File: src/rtl/dom1_skinny_rnd_ctrl.sv
// ---------------------------------------------------------------------------
// dom1_skinny_rnd_ctrl
//   Round controller and state-share register for the first-order DOM
//   SKINNY-128-384+ datapath. It holds the two state shares and sequences
//   the four S-box register stages with a one-hot enable. It captures the
//   round output shares once per round, and it runs ROUNDS rounds for each
//   encryption.
//
//   Ports
//     clk, rst          : clock (rising edge), asynchronous active-high reset
//     start             : begin encryption (honoured only while idle)
//     din0, din1        : plaintext shares, sampled when start is accepted
//     sshi0, sshi1      : current state shares, feed the round function
//     ssho0, ssho1      : round function output shares
//     en                : S-box stage enables, one-hot during P0..P3
//     rnd_idx           : index of the round in progress
//     rnd_next          : one-cycle pulse in the capture phase of each round
//     busy              : encryption in progress
//     done              : one-cycle pulse when dout0/dout1 are valid
//     dout0, dout1      : ciphertext shares (same registers as sshi0/sshi1)
// ---------------------------------------------------------------------------
module dom1_skinny_rnd_ctrl #(
    parameter int unsigned ROUNDS = 40
) (
    input  logic         clk,
    input  logic         rst,
    input  logic         start,
    input  logic [127:0] din0,
    input  logic [127:0] din1,
    output logic [127:0] sshi0,
    output logic [127:0] sshi1,
    input  logic [127:0] ssho0,
    input  logic [127:0] ssho1,
    output logic [3:0]   en,
    output logic [5:0]   rnd_idx,
    output logic         rnd_next,
    output logic         busy,
    output logic         done,
    output logic [127:0] dout0,
    output logic [127:0] dout1
);

    localparam int unsigned IDX_W    = 6;
    localparam logic [IDX_W-1:0] LAST_IDX = IDX_W'(ROUNDS - 1);

    typedef enum logic [2:0] {
        S_IDLE = 3'd0,
        S_P0   = 3'd1,
        S_P1   = 3'd2,
        S_P2   = 3'd3,
        S_P3   = 3'd4,
        S_CAP  = 3'd5
    } state_t;

    state_t       state;
    logic [127:0] st0;
    logic [127:0] st1;

    // Shares are kept strictly apart: each register only ever loads its own
    // share, so no unmasked value is formed here.
    always_ff @(posedge clk or posedge rst) begin
        if (rst) begin
            state    <= S_IDLE;
            st0      <= '0;
            st1      <= '0;
            rnd_idx  <= '0;
            en       <= '0;
            rnd_next <= 1'b0;
            busy     <= 1'b0;
            done     <= 1'b0;
        end else begin
            // Pulses default low; every state sets what it needs.
            rnd_next <= 1'b0;
            done     <= 1'b0;
            case (state)
                S_IDLE: begin
                    en <= 4'b0000;
                    if (start) begin
                        st0     <= din0;
                        st1     <= din1;
                        rnd_idx <= '0;
                        en      <= 4'b0001;
                        busy    <= 1'b1;
                        state   <= S_P0;
                    end
                end
                // State shares are held through P0..P3: later S-box stages
                // still consume the raw round input bits.
                S_P0: begin
                    en    <= 4'b0010;
                    state <= S_P1;
                end
                S_P1: begin
                    en    <= 4'b0100;
                    state <= S_P2;
                end
                S_P2: begin
                    en    <= 4'b1000;
                    state <= S_P3;
                end
                S_P3: begin
                    en       <= 4'b0000;
                    rnd_next <= 1'b1;
                    state    <= S_CAP;
                end
                S_CAP: begin
                    st0 <= ssho0;
                    st1 <= ssho1;
                    if (rnd_idx == LAST_IDX) begin
                        en    <= 4'b0000;
                        busy  <= 1'b0;
                        done  <= 1'b1;
                        state <= S_IDLE;
                    end else begin
                        rnd_idx <= rnd_idx + IDX_W'(1);
                        en      <= 4'b0001;
                        state   <= S_P0;
                    end
                end
                default: begin
                    en    <= 4'b0000;
                    busy  <= 1'b0;
                    state <= S_IDLE;
                end
            endcase
        end
    end

    assign sshi0 = st0;
    assign sshi1 = st1;
    assign dout0 = st0;
    assign dout1 = st1;

endmodule

File: config.mk
export PLATFORM = sky130hd
export DESIGN_NAME = dom1_skinny_rnd_ctrl
export DESIGN_NICKNAME = d
export VERILOG_FILES = /design/src/rtl/dom1_skinny_rnd_ctrl.sv
export SDC_FILE = /design/constraint.sdc
export NUM_CORES = 1
export LEC_CHECK = 0
export CORE_AREA = 10 10 391 393
export CTS_CLUSTER_DIAMETER = 100
export CTS_CLUSTER_SIZE = 8
export DETAILED_ROUTE_END_ITERATION = 8
export DIE_AREA = 0 0 401 403
export DONT_BUFFER_PORTS = 1
export PLACE_DENSITY_LB_ADDON = 0.08
export SYNTH_ARGS = -nofsm -noshare
export SYNTH_HDL_FRONTEND = slang
export SYNTH_SLANG_ARGS = --single-unit
File: constraint.sdc
create_clock -name clk -period 8.1 [get_ports clk]
set_clock_uncertainty 0.1 [all_clocks]
set_input_delay 0.81 -clock clk [delete_from_list [all_inputs] [get_ports clk]]
set_output_delay 0.81 -clock clk [all_outputs]
set_load 0.02 [all_outputs]
; ---- Word level (Yosys, flattened, before mapping)
; Cells that the tools add are included.
[totals]
reg_bits = 272
latch_bits = 0
mem_bits_rw = 0
romBits = 0
inputBits = 515
out_inout_bits = 525
elab_cells = 44
n_memories = 0
[classes]
add_sub_neg = 1
multipliers = 0
div_mod_pow = 0
order_cmp = 0
n_eq_ne = 9
shifts = 0
mux = 19
n_bitwise = 1
reduce_logical = 6
[op_table]
columns = cell, count
row1 = $pmux W128 S2, 2
row2 = $mux W128, 2
row3 = $pmux W4 S5, 1
row4 = $pmux W3 S6, 1
row5 = $mux W6, 2
row6 = $pmux W6 S2, 1
row7 = $mux W1, 8
row8 = $add A6 B1 Y6 const B, 1
row9 = $eq A3 B2 Y1 const B, 2
row10 = $eq A3 B3 Y1 const B, 2
row11 = $eq A6 B6 Y1 const B, 1
row12 = $ne A2 B2 Y1 const B, 3
row13 = $reduce_and A3 Y1, 2
row14 = $reduce_or A4 Y1, 1
row15 = $eq A3 B1 Y1 const B, 1
row16 = $logic_not A3 Y1, 1
row17 = $mux W3, 1
row18 = $pmux W1 S3, 1
row19 = $reduce_and A2 Y1, 1
row20 = $reduce_bool A2 Y1, 1
row21 = $not A1 Y1, 1

; ---- Depth between registers and ports, before layout
; Gate-level depths: netlist (run 1).
[depth]
word_depth = 4
depth_mapped = 7
depth_no_buf = 4

; ---- Least setup slack after synthesis (run 1)
; OpenSTA, ideal clock, no wires.
[synth_timing]
path_kind = input to register
from = input start
to = register st0[100], in the netlist dout0[100]
setup_time_ps = 141
arrival_time_ps = 1786
required_ps = 7859
slack_ps = 6073
stages = 6
path_buffers = 3
path_cell_list = or4b_1 > buf_2 > buf_6 > buf_6 > nand2_1 > a31oi_1
[synth_between]
elab_chain_len = 2
[synth_lines]
columns = item, line_no
row1 = start: declaration, 27  ; input logic start,
row2 = $ne A2 B2 Y1 (no source line), -
row3 = $reduce_and A2 Y1 (no source line), -
row4 = end signal: assignment, 79  ; st0 <= din0;
row5 = end signal: assignment, 107  ; st0 <= ssho0;
row6 = end: declaration, 56  ; logic [127:0] st0;
; Every way passes these cells.
; A chain may end at the register's enable or synchronous reset.

; ---- Worst setup path after layout (run 1)
[layout_timing]
from = register state[1]
to = register st0[75], in the netlist dout0[75]
[layout_between]
elab_chain_len = 3
elab_cells_between_ends = 6
cone_classes = eq/ne (2) / mux (1) / reduce/logical (3)
[layout_lines]
columns = item, line_no
row1 = start: declaration, 55  ; state_t state;
row2 = start signal: assignment, 63  ; state <= S_IDLE;
row3 = start signal: assignment, 84  ; state <= S_P0;
row4 = start signal: assignment, 91  ; state <= S_P1;
row5 = $eq A3 B3 Y1 or $logic_not A3 Y1 (tied branches), 75  ; case (state)
row6 = $reduce_bool A2 Y1 (no source line) or $ne A2 B2 Y1 (tied branches), -
row7 = $reduce_and A2 Y1 (no source line), -
; Parallel ways exist; a longest one is shown, timed or not.

==> results.tsv, run 1 <==
metric	value	unit
run status	complete, no violations	
total leakage power	6.09	nW
detailed-route via count	11013	
capturing element type of the critical path	flop	
relative area change from synthesis to final layout	8.24	%
Synth warnings	0	
antenna violations before repair	8	
area of the die	162000	um2
CTS clock-pin slew for the worst setup and hold paths	0.05	ns
Placer Congestion	0.810	
Final Routed Wirelength	78300	um
1st-pass router iterations	6	
share of synthesized registers carrying an async set or reset	100	%
worst slack on hold paths	0.168	ns
overall track demand over capacity in global routing	9.11	%
data required time at the worst endpoint	8.49	ns
# setup viols final	0	
CTS tree	done	
overflow left after global routing	0	
EDFF count, synth	0	
initial detailed-routing violation count	638	
Max IR drop VDD	0.168	mV
largest net degree at the start of global routing	146	
highest clock frequency the design can meet	0.330	GHz
CTS H-tree depth	2	
max-slew violation count	0	
detailed-placement wirelength estimate	58700	um
Post-Route Setup TNS	0	ns
power share of the sequential group	59.3	%
Num Clock Sinks	272	
kind of start point of the critical path	flop	
Worst R2R Setup Slack	5.07	ns
cell internal power dissipation	3.65	mW
design area	15300	um2
post-detailed-route via-to-cell ratio	3.31	
signal arrival time at the worst endpoint	3.43	ns
initial cell density of the core	9.78	%
vias in the first global route	11451	
part of the power in the clock network	21.0	%
layout cell share with drive strength beyond 1	4.77	%
maximum number of buffers from clock root to sink	3	
Hold Fails Final Rpt	0	
area share of the largest cell type after synthesis	48.0	%
number of nets in the finished design	1914	
register bit count reported by yosys	272	
max-cap check violation count	0	
share of total power in combinational logic	19.8	%
dpl cell area	14200	um2
drt drc	0	
CTS root buf	clkbuf_16	
vertical die dimension	403	um
final antenna-violating net count	0	
Synth Net Count	2232	
unrepaired setup endpoints after global routing	false	
leading register cell type out of synthesis	dfrtp_1	
TritonCTS Buffers	41	
Rel. slew slack	34.7	%
cell accounting for the most synthesized area	dfrtp_1	
Row Count	140	
overall die width	401	um
kind of critical path	flop to flop	
synthesized area divided by synthesized cell count	8.26	um2
distinct cell type count after synthesis	31	
switching pwr	4.51	mW
path class of the lowest-slack min-delay path	input pin to async pin	
largest cells by area after synthesis	dfrtp_1, nand2_1, buf_4	
# resized after CTS	0	
period utilisation layout	37.5	%
number of standard cells after synthesis	1716	
Top Ports	1040	
Tmin final	3.03	ns
post-detailed-route wirelength per cell	23.5	um
Layout fillers	16815	
net switching share of the total power	55.3	%
Critical Path Fanout Max	73	
# Post-CTS Setup Buffers	0	
area of the mapped netlist	14200	um2
clock latency reported for the late side of the worst-skew pair	0.58	ns
power density normalized to cell area	532	nW/um2
wire length of the first global-routing pass	104000	um
core region area	145000	um2
share of the yosys chip area belonging to registers	48.0	%
total of hold buffers inserted after clock tree synthesis	0	
port bufs	0	
slew at the pin closest to its max-slew limit	0.979	ns
-- per-stage QoR --
step,power [mW],setup WS [ns],utilization (%),instances
5_1_grt,8.71,4.76,10.6,3323
4_1_cts,8.39,4.98,10.6,3323
3_5_place_dp,6.58,4.82,9.77,3272
3_3_place_gp,6.58,4.79,9.77,3272
6_report,8.16,5.07,10.6,3324
2_1_floorplan,6.53,3.59,-,1716
-- power groups by stage --
stage	Sequential (mW)	Combinational, mW	Clock, mW
6_report	4.84	1.62	1.71
3_3_place_gp	4.94	1.64	0
2_1_floorplan	3.37	3.16	0
5_1_grt	4.96	1.89	1.86
4_1_cts	4.89	1.67	1.83
3_5_place_dp	4.91	1.67	0
-- logic make-up (layout without fill, tap and decap cells) --
kind of cell,Yosys count,count (layout),synth area share [%]
and+or+nand+nor,793,793,21.4
buffers and inverters,378,68,18.4
DFF,272,272,48.0
AOI/OAI and AO/OA,270,270,11.9
muxes,2,2,0.141
adders and majority gates,1,1,0.0882
other,0,1,0
-- cell usage in the layout, fill, tap and decap left out, drive strengths merged --
| master | instances |
|---|---|
| nand2 | 517 |
| dfrtp | 272 |
| nor2 | 256 |
| a31oi | 256 |
| clkbuf | 47 |
| buf | 14 |
| o21ai | 5 |
| a21oi | 5 |
| nor3 | 4 |
| inv | 3 |
| nor3b | 2 |
| or2 | 2 |
| nand3 | 2 |
| mux2i | 2 |
| bufinv | 2 |
| or4b | 2 |
| diode | 1 |
| nand3b | 1 |
| nor4b | 1 |
| and3 | 1 |
| nand4b | 1 |
| and3b | 1 |
| clkinvlp | 1 |
| nor2b | 1 |
| o311ai | 1 |
| o31ai | 1 |
| or4 | 1 |
| a221oi | 1 |
| o2111a | 1 |
| or3 | 1 |
| ha | 1 |
| clkinv | 1 |
-- final cells by class --
cell class,count,area (um2),share of cell area (%)
inverter,3,15.0,0.0978
sequential,272,6810,44.4
tap,1917,2400,15.6
clock buffer,47,1100,7.17
multi-input combinational,1066,4770,31.1
antenna,1,2.50,0.0163
clock inverter,4,73.8,0.481
timing repair buffer,14,180,1.17
-- synthesized netlist by cell type, drive strengths merged, types with 3 or more instances --
cell type,count
nor3,4
nand2,517
a31oi,256
o21ai,5
nor2,256
dfrtp,272
a21oi,5
clkbuf,54
buf,321
inv,3
-- metal layers --
metal	share of wire [%]	global-route usage (%)
met5	0.035	0
met4	2.0	2.27
met3	8.6	3.41
met2	52	16.4
met1	37	10.0
-- worst max-delay path, cell delays in order (launching register included) --
cell,delay [ns]
dfrtp_1,0.51
nor4b_2,0.38
buf_4,0.63
buf_4,0.77
nand2_1,0.15
a31oi_1,0.20
-- final timing paths --
kind / start / endpoint / cells past startpoint
setup / recovery: state[1] / dout0[75] / 5
hold / removal: rst / dout0[30] / 2
setup reg to reg: state[1] / dout0[75] / 5
hold reg to reg: state[0] / state[0] / 1
max in group asynchronous: rst / dout0[81] / 3
min in group clk: din1[77] / dout1[77] / 2
-- sequential cells by signal, summed over array words and instances (netlist names) --
| signal | flops |
|---|---|
| en | 4 |
| done | 1 |
| state | 3 |
| rnd_idx | 6 |
| busy | 1 |
| dout1 | 128 |
| dout0 | 128 |
| rnd_next | 1 |
Power figures use the tool's default switching activity.
==> run 2: changes to the inputs <==
Settings changed: CORE_AREA 10 10 391 393 to 10 10 396 398, DIE_AREA 0 0 401 403 to 0 0 406 408.
Clock period 8.1 ns to 3.2 ns, I/O delays scaled along.
==> run 2 against run 1 <==
Total power increased to 3.0 times the previous value. Critical path type unchanged. Via count up 19%. Largest cell class unchanged. Largest power group unchanged. Clock-buffer cell count decreased by 4.
==> results.tsv, run 2 (synthesized netlist as in run 1, its figures left out) <==
metric	value	unit
start of the worst register-to-register path	state[1]	
slew at the pin closest to its max-slew limit	0.999	ns
most frequent standard cell in the layout excluding fill and tap cells	nand2_1	
data required time at the worst endpoint	3.55	ns
path class of the lowest-slack min-delay path	input pin to async pin	
Setup Slack @ Placement	0.757	ns
design area	20700	um2
max-slew violation count	0	
max-cap check violation count	0	
Final Routed Wirelength	79300	um
CTS clock-pin slew for the worst setup and hold paths	0.05	ns
Rel. slew slack	33.4	%
net switching share of the total power	49.6	%
period utilisation layout	95.2	%
max incr delay on CP	0.75	ns
power density normalized to cell area	1160	nW/um2
area of the die	166000	um2
switching pwr	12.0	mW
TritonCTS Buffers	40	
largest net degree at the start of global routing	148	
initial cell density of the core	9.52	%
detailed-placement wirelength estimate	59100	um
vias in the first global route	14349	
overall track demand over capacity in global routing	9.14	%
vertical die dimension	408	um
global routing met2 resource utilization	16.6	%
detailed-route via count	13083	
maximum number of buffers from clock root to sink	3	
kind of critical path	flop to flop	
Critical Path Fanout Max	133	
overflow left after global routing	0	
highest-count cells in the layout ignoring fill and taps	nand2_1, dlygate4sd3_1, dfrtp_1	
beginning of the critical path	state[1]	
highest clock frequency the design can meet	0.328	GHz
relative area change from synthesis to final layout	46.2	%
signal arrival time at the worst endpoint	3.40	ns
number of nets in the finished design	2453	
total area of multi-input combinational cells	4770	um2
unrepaired setup endpoints after global routing	false	
initial detailed-routing violation count	709	
core region area	149000	um2
total leakage power	8.42	nW
Num Clock Sinks	272	
wire length of the first global-routing pass	111000	um
CTS H-tree depth	2	
CTS tree	done	
GR Layer Usage met3	3.34	%
Row Count	142	
Storage cell area	6810	um2
part of the power in the clock network	16.7	%
cells traversed along the worst timing path	or4b_4 -> buf_12 -> nand2_1 -> a31oi_1 -> dlygate4sd3_1	
final worst setup slack	0.153	ns
capturing element type of the critical path	flop	
Tmin final	3.05	ns
clock latency reported for the late side of the worst-skew pair	0.58	ns
slowest stage cell, crit path	or4b_4	
Max IR drop VDD	0.369	mV
overall die width	406	um
antenna violations before repair	14	
port bufs	0	
share of total power in combinational logic	33.1	%
cell internal power dissipation	12.2	mW
# setup viols final	0	
Hold Fails Final Rpt	0	
drt drc	0	
kind of start point of the critical path	flop	
dpl cell area	14500	um2
worst slack on hold paths	0.170	ns
final antenna-violating net count	0	
global route hottest layer	met2	
run status	complete, no violations	
Layout fillers	16997	
Top Ports	1040	
CTS root buf	clkbuf_16	
1st-pass router iterations	6	
post-detailed-route wirelength per cell	20.4	um
power share of the sequential group	50.2	%
post-detailed-route via-to-cell ratio	3.36	
layout cell share with drive strength beyond 1	4.64	%
Placer Congestion	0.750	
met1 usage in global routing	9.38	%
[run 2: path summary, 6_finish.rpt]
path / end / slack, ns / cells past startpoint
setup / recovery: dout0[98] / 0.15 / 5
hold reg to reg: rnd_idx[0] / 0.57 / 2
min in group clk: rnd_idx[4] / 0.20 / 3
hold / removal: dout0[101] / 0.17 / 2
setup reg to reg: dout0[98] / 0.15 / 5
max in group asynchronous: dout0[98] / 1.78 / 3
[run 2: repair_timing]
| item | 4_1_cts | 5_1_grt |
|---|---|---|
| gates resized for setup | 0 | 1 |
| hold buffers | 514 | 0 |
| hold endpoints to repair | 309 | 0 |
| buffers inserted | 0 | 0 |
| setup endpoints to repair | 0 | 28 |
[run 2: layer usage]
layer | up-vias | part of all wire, %
met3 | 107 | 8.5
li1 | 5820 | -
met1 | 6541 | 36
met4 | 6 | 3.3
met5 | - | 0.058
met2 | 609 | 53
[run 2: stage by stage]
stage | instances | TNS [ns] | utilization (%) | power (mW)
CTS | 3885 | 0 | 13.9 | 24.6
floorplan | 1716 | -221.79 | - | 16.5
global placement | 3325 | 0 | 9.73 | 16.8
finish | 3897 | 0 | 13.9 | 24.1
global route | 3895 | 0 | 13.9 | 25.8
detailed placement | 3325 | 0 | 9.73 | 16.8
[run 2: worst max-delay path: cells and delay by family, from the launching register on]
| kind | cells | cell delay [ns] |
|---|---|---|
| compound gates | 1 | 0.10 |
| buf+inv | 2 | 0.86 |
| simple gates | 2 | 1.00 |
| flops | 1 | 0.49 |
[run 2: power by group through the flow]
stage               logic [mW]  registers (mW)  clock network, mW
finish                    7.98            12.1               4.03
global route              8.94            12.4               4.43
CTS                       8.00            12.3               4.34
detailed placement        4.44            12.3                  0
global placement          4.40            12.4                  0
floorplan                 8.00            8.52                  0
[run 2: cell type report]
class	instances	share of cell area, %
flip-flops and latches	272	32.8
inverters	3	0.0724
clock buffers	43	5.03
diodes	12	0.145
multi-input cells	1066	23.0
clock inverters	3	0.121
well taps	1944	11.7
repair buffers	554	27.1
==> run 3: changes to the inputs <==
Settings changed: CORE_AREA 10 10 396 398 to 10 10 394 396, DIE_AREA 0 0 406 408 to 0 0 404 406.
Clock period 3.2 ns to 3.4 ns, I/O delays scaled along.
==> run 3 against run 2 <==
First-iteration DRC count decreased by 8.0%. Non-clock buffer count unchanged. Critical path depth increased by 1. Clock power decreased by 3%. Sequential cell count unchanged. Via count increased by 1.0%. Worst setup slack improved by 0.27 ns. Sequential share of layout area about the same. Wire length increased by 9.2%. Core utilization increased by 0.15 points. Critical path type unchanged.
==> results.tsv, run 3 (synthesized netlist as in run 1, its figures left out) <==
metric	value	unit
design area	20700	um2
port bufs	0	
Critical Path Fanout Max	62	
dpl cell area	14400	um2
run status	complete, no violations	
Storage cell area	6810	um2
Setup Slack @ Placement	1.02	ns
unrepaired setup endpoints after global routing	false	
# Post-CTS Setup Buffers	0	
clock latency reported for the late side of the worst-skew pair	0.57	ns
overall power consumption	23.0	mW
relative area change from synthesis to final layout	46.0	%
post-detailed-route wirelength per cell	22.3	um
final antenna-violating net count	0	
signal arrival time at the worst endpoint	3.34	ns
Top Ports	1040	
highest-count cells in the layout ignoring fill and taps	nand2_1, dlygate4sd3_1, dfrtp_1	
data required time at the worst endpoint	3.76	ns
drt drc	0	
post-detailed-route via-to-cell ratio	3.41	
highest clock frequency the design can meet	0.336	GHz
max incr delay on CP	0.76	ns
Placer Congestion	0.787	
CTS clock-pin slew for the worst setup and hold paths	0.06	ns
largest net degree at the start of global routing	130	
slowest stage cell, crit path	or4b_4	
power density normalized to cell area	1110	nW/um2
total leakage power	8.42	nW
Max IR drop VDD	0.424	mV
worst path buffer plus inverter count	3	
vias in the first global route	14339	
Post-Route Setup TNS	0	ns
overall track demand over capacity in global routing	10.0	%
core region area	147000	um2
number of nets in the finished design	2453	
Tmin final	2.98	ns
layout cell share with drive strength beyond 1	4.54	%
overall die width	404	um
area of the die	164000	um2
most frequent standard cell in the layout excluding fill and tap cells	nand2_1	
period utilisation layout	87.7	%
Hold Fails Final Rpt	0	
maximum number of buffers from clock root to sink	3	
path class of the lowest-slack min-delay path	input pin to flop	
detailed-placement wirelength estimate	66100	um
initial detailed-routing violation count	652	
kind of start point of the critical path	flop	
kind of cell adding the most delay to the critical path	buffers and inverters	
antenna violations before repair	15	
detailed-route via count	13220	
slew at the pin closest to its max-slew limit	1.03	ns
Final Routed Wirelength	86600	um
vertical die dimension	406	um
# setup viols final	0	
Num Clock Sinks	272	
final worst setup slack	0.420	ns
max-cap check violation count	0	
CTS root buf	clkbuf_16	
1st-pass router iterations	7	
Row Count	141	
Layout fillers	16890	
overflow left after global routing	0	
total area of multi-input combinational cells	4770	um2
kind of critical path	flop to flop	
cells traversed along the worst timing path	or4b_4 -> buf_12 -> buf_4 -> nand2_1 -> a31oi_1 -> dlygate4sd3_1	
wire length of the first global-routing pass	118000	um
CTS tree	done	
Rel. slew slack	31.2	%
initial cell density of the core	9.64	%
capturing element type of the critical path	flop	
TritonCTS Buffers	40	
CTS H-tree depth	2	
max-slew violation count	0	
[run 3: routing by layer]
| metal | vias to the layer above | GRT usage, % | wire (um) |
|---|---|---|---|
| met1 | 6662 | 10.8 | 32100 |
| li1 | 5819 | - | - |
| met4 | 12 | 3.11 | 2010 |
| met3 | 102 | 4.22 | 8040 |
| met2 | 625 | 17.8 | 44400 |
| met5 | - | 0 | 90 |
[run 3: what timing repair did]
item	4_1_cts	5_1_grt
resized for setup	0	0
hold buffers	515	0
hold endpoints to repair	410	0
[run 3: metrics by stage]
step           cells  hold slack (ns)  util (%)
3_3_place_gp    3310           0.0387      9.82
4_1_cts         3869            0.192      14.1
2_1_floorplan   1716            0.388         -
3_5_place_dp    3310           0.0352      9.82
5_1_grt         3873            0.227      14.1
6_report        3876            0.232      14.1
[run 3: path summary, 6_finish.rpt]
path,startpoint,to,slack (ns),cells past startpoint
max reg2reg,state[1],dout0[121],0.42,6
min in group asynchronous,rst,dout1[93],0.24,3
max,state[1],dout0[121],0.42,6
min reg2reg,state[2],en[1],0.58,1
min,start,en[0],0.23,2
max in group asynchronous,rst,dout0[112],2.05,3
[run 3: cell type report]
class / count / share of cell area [%]
flip-flops and latches: 272 / 32.9
repair buffers: 554 / 27.0
multi-input cells: 1066 / 23.0
well taps: 1930 / 11.7
clock buffers: 43 / 5.09
clock inverters: 1 / 0.145
diodes: 7 / 0.0846
inverters: 3 / 0.0725
[run 3: power breakdown]
part	switching, mW	internal [mW]	leakage (nW)
combinational	3.04	4.50	4.61
clock	1.67	2.23	0.534
sequential	6.77	4.80	3.27
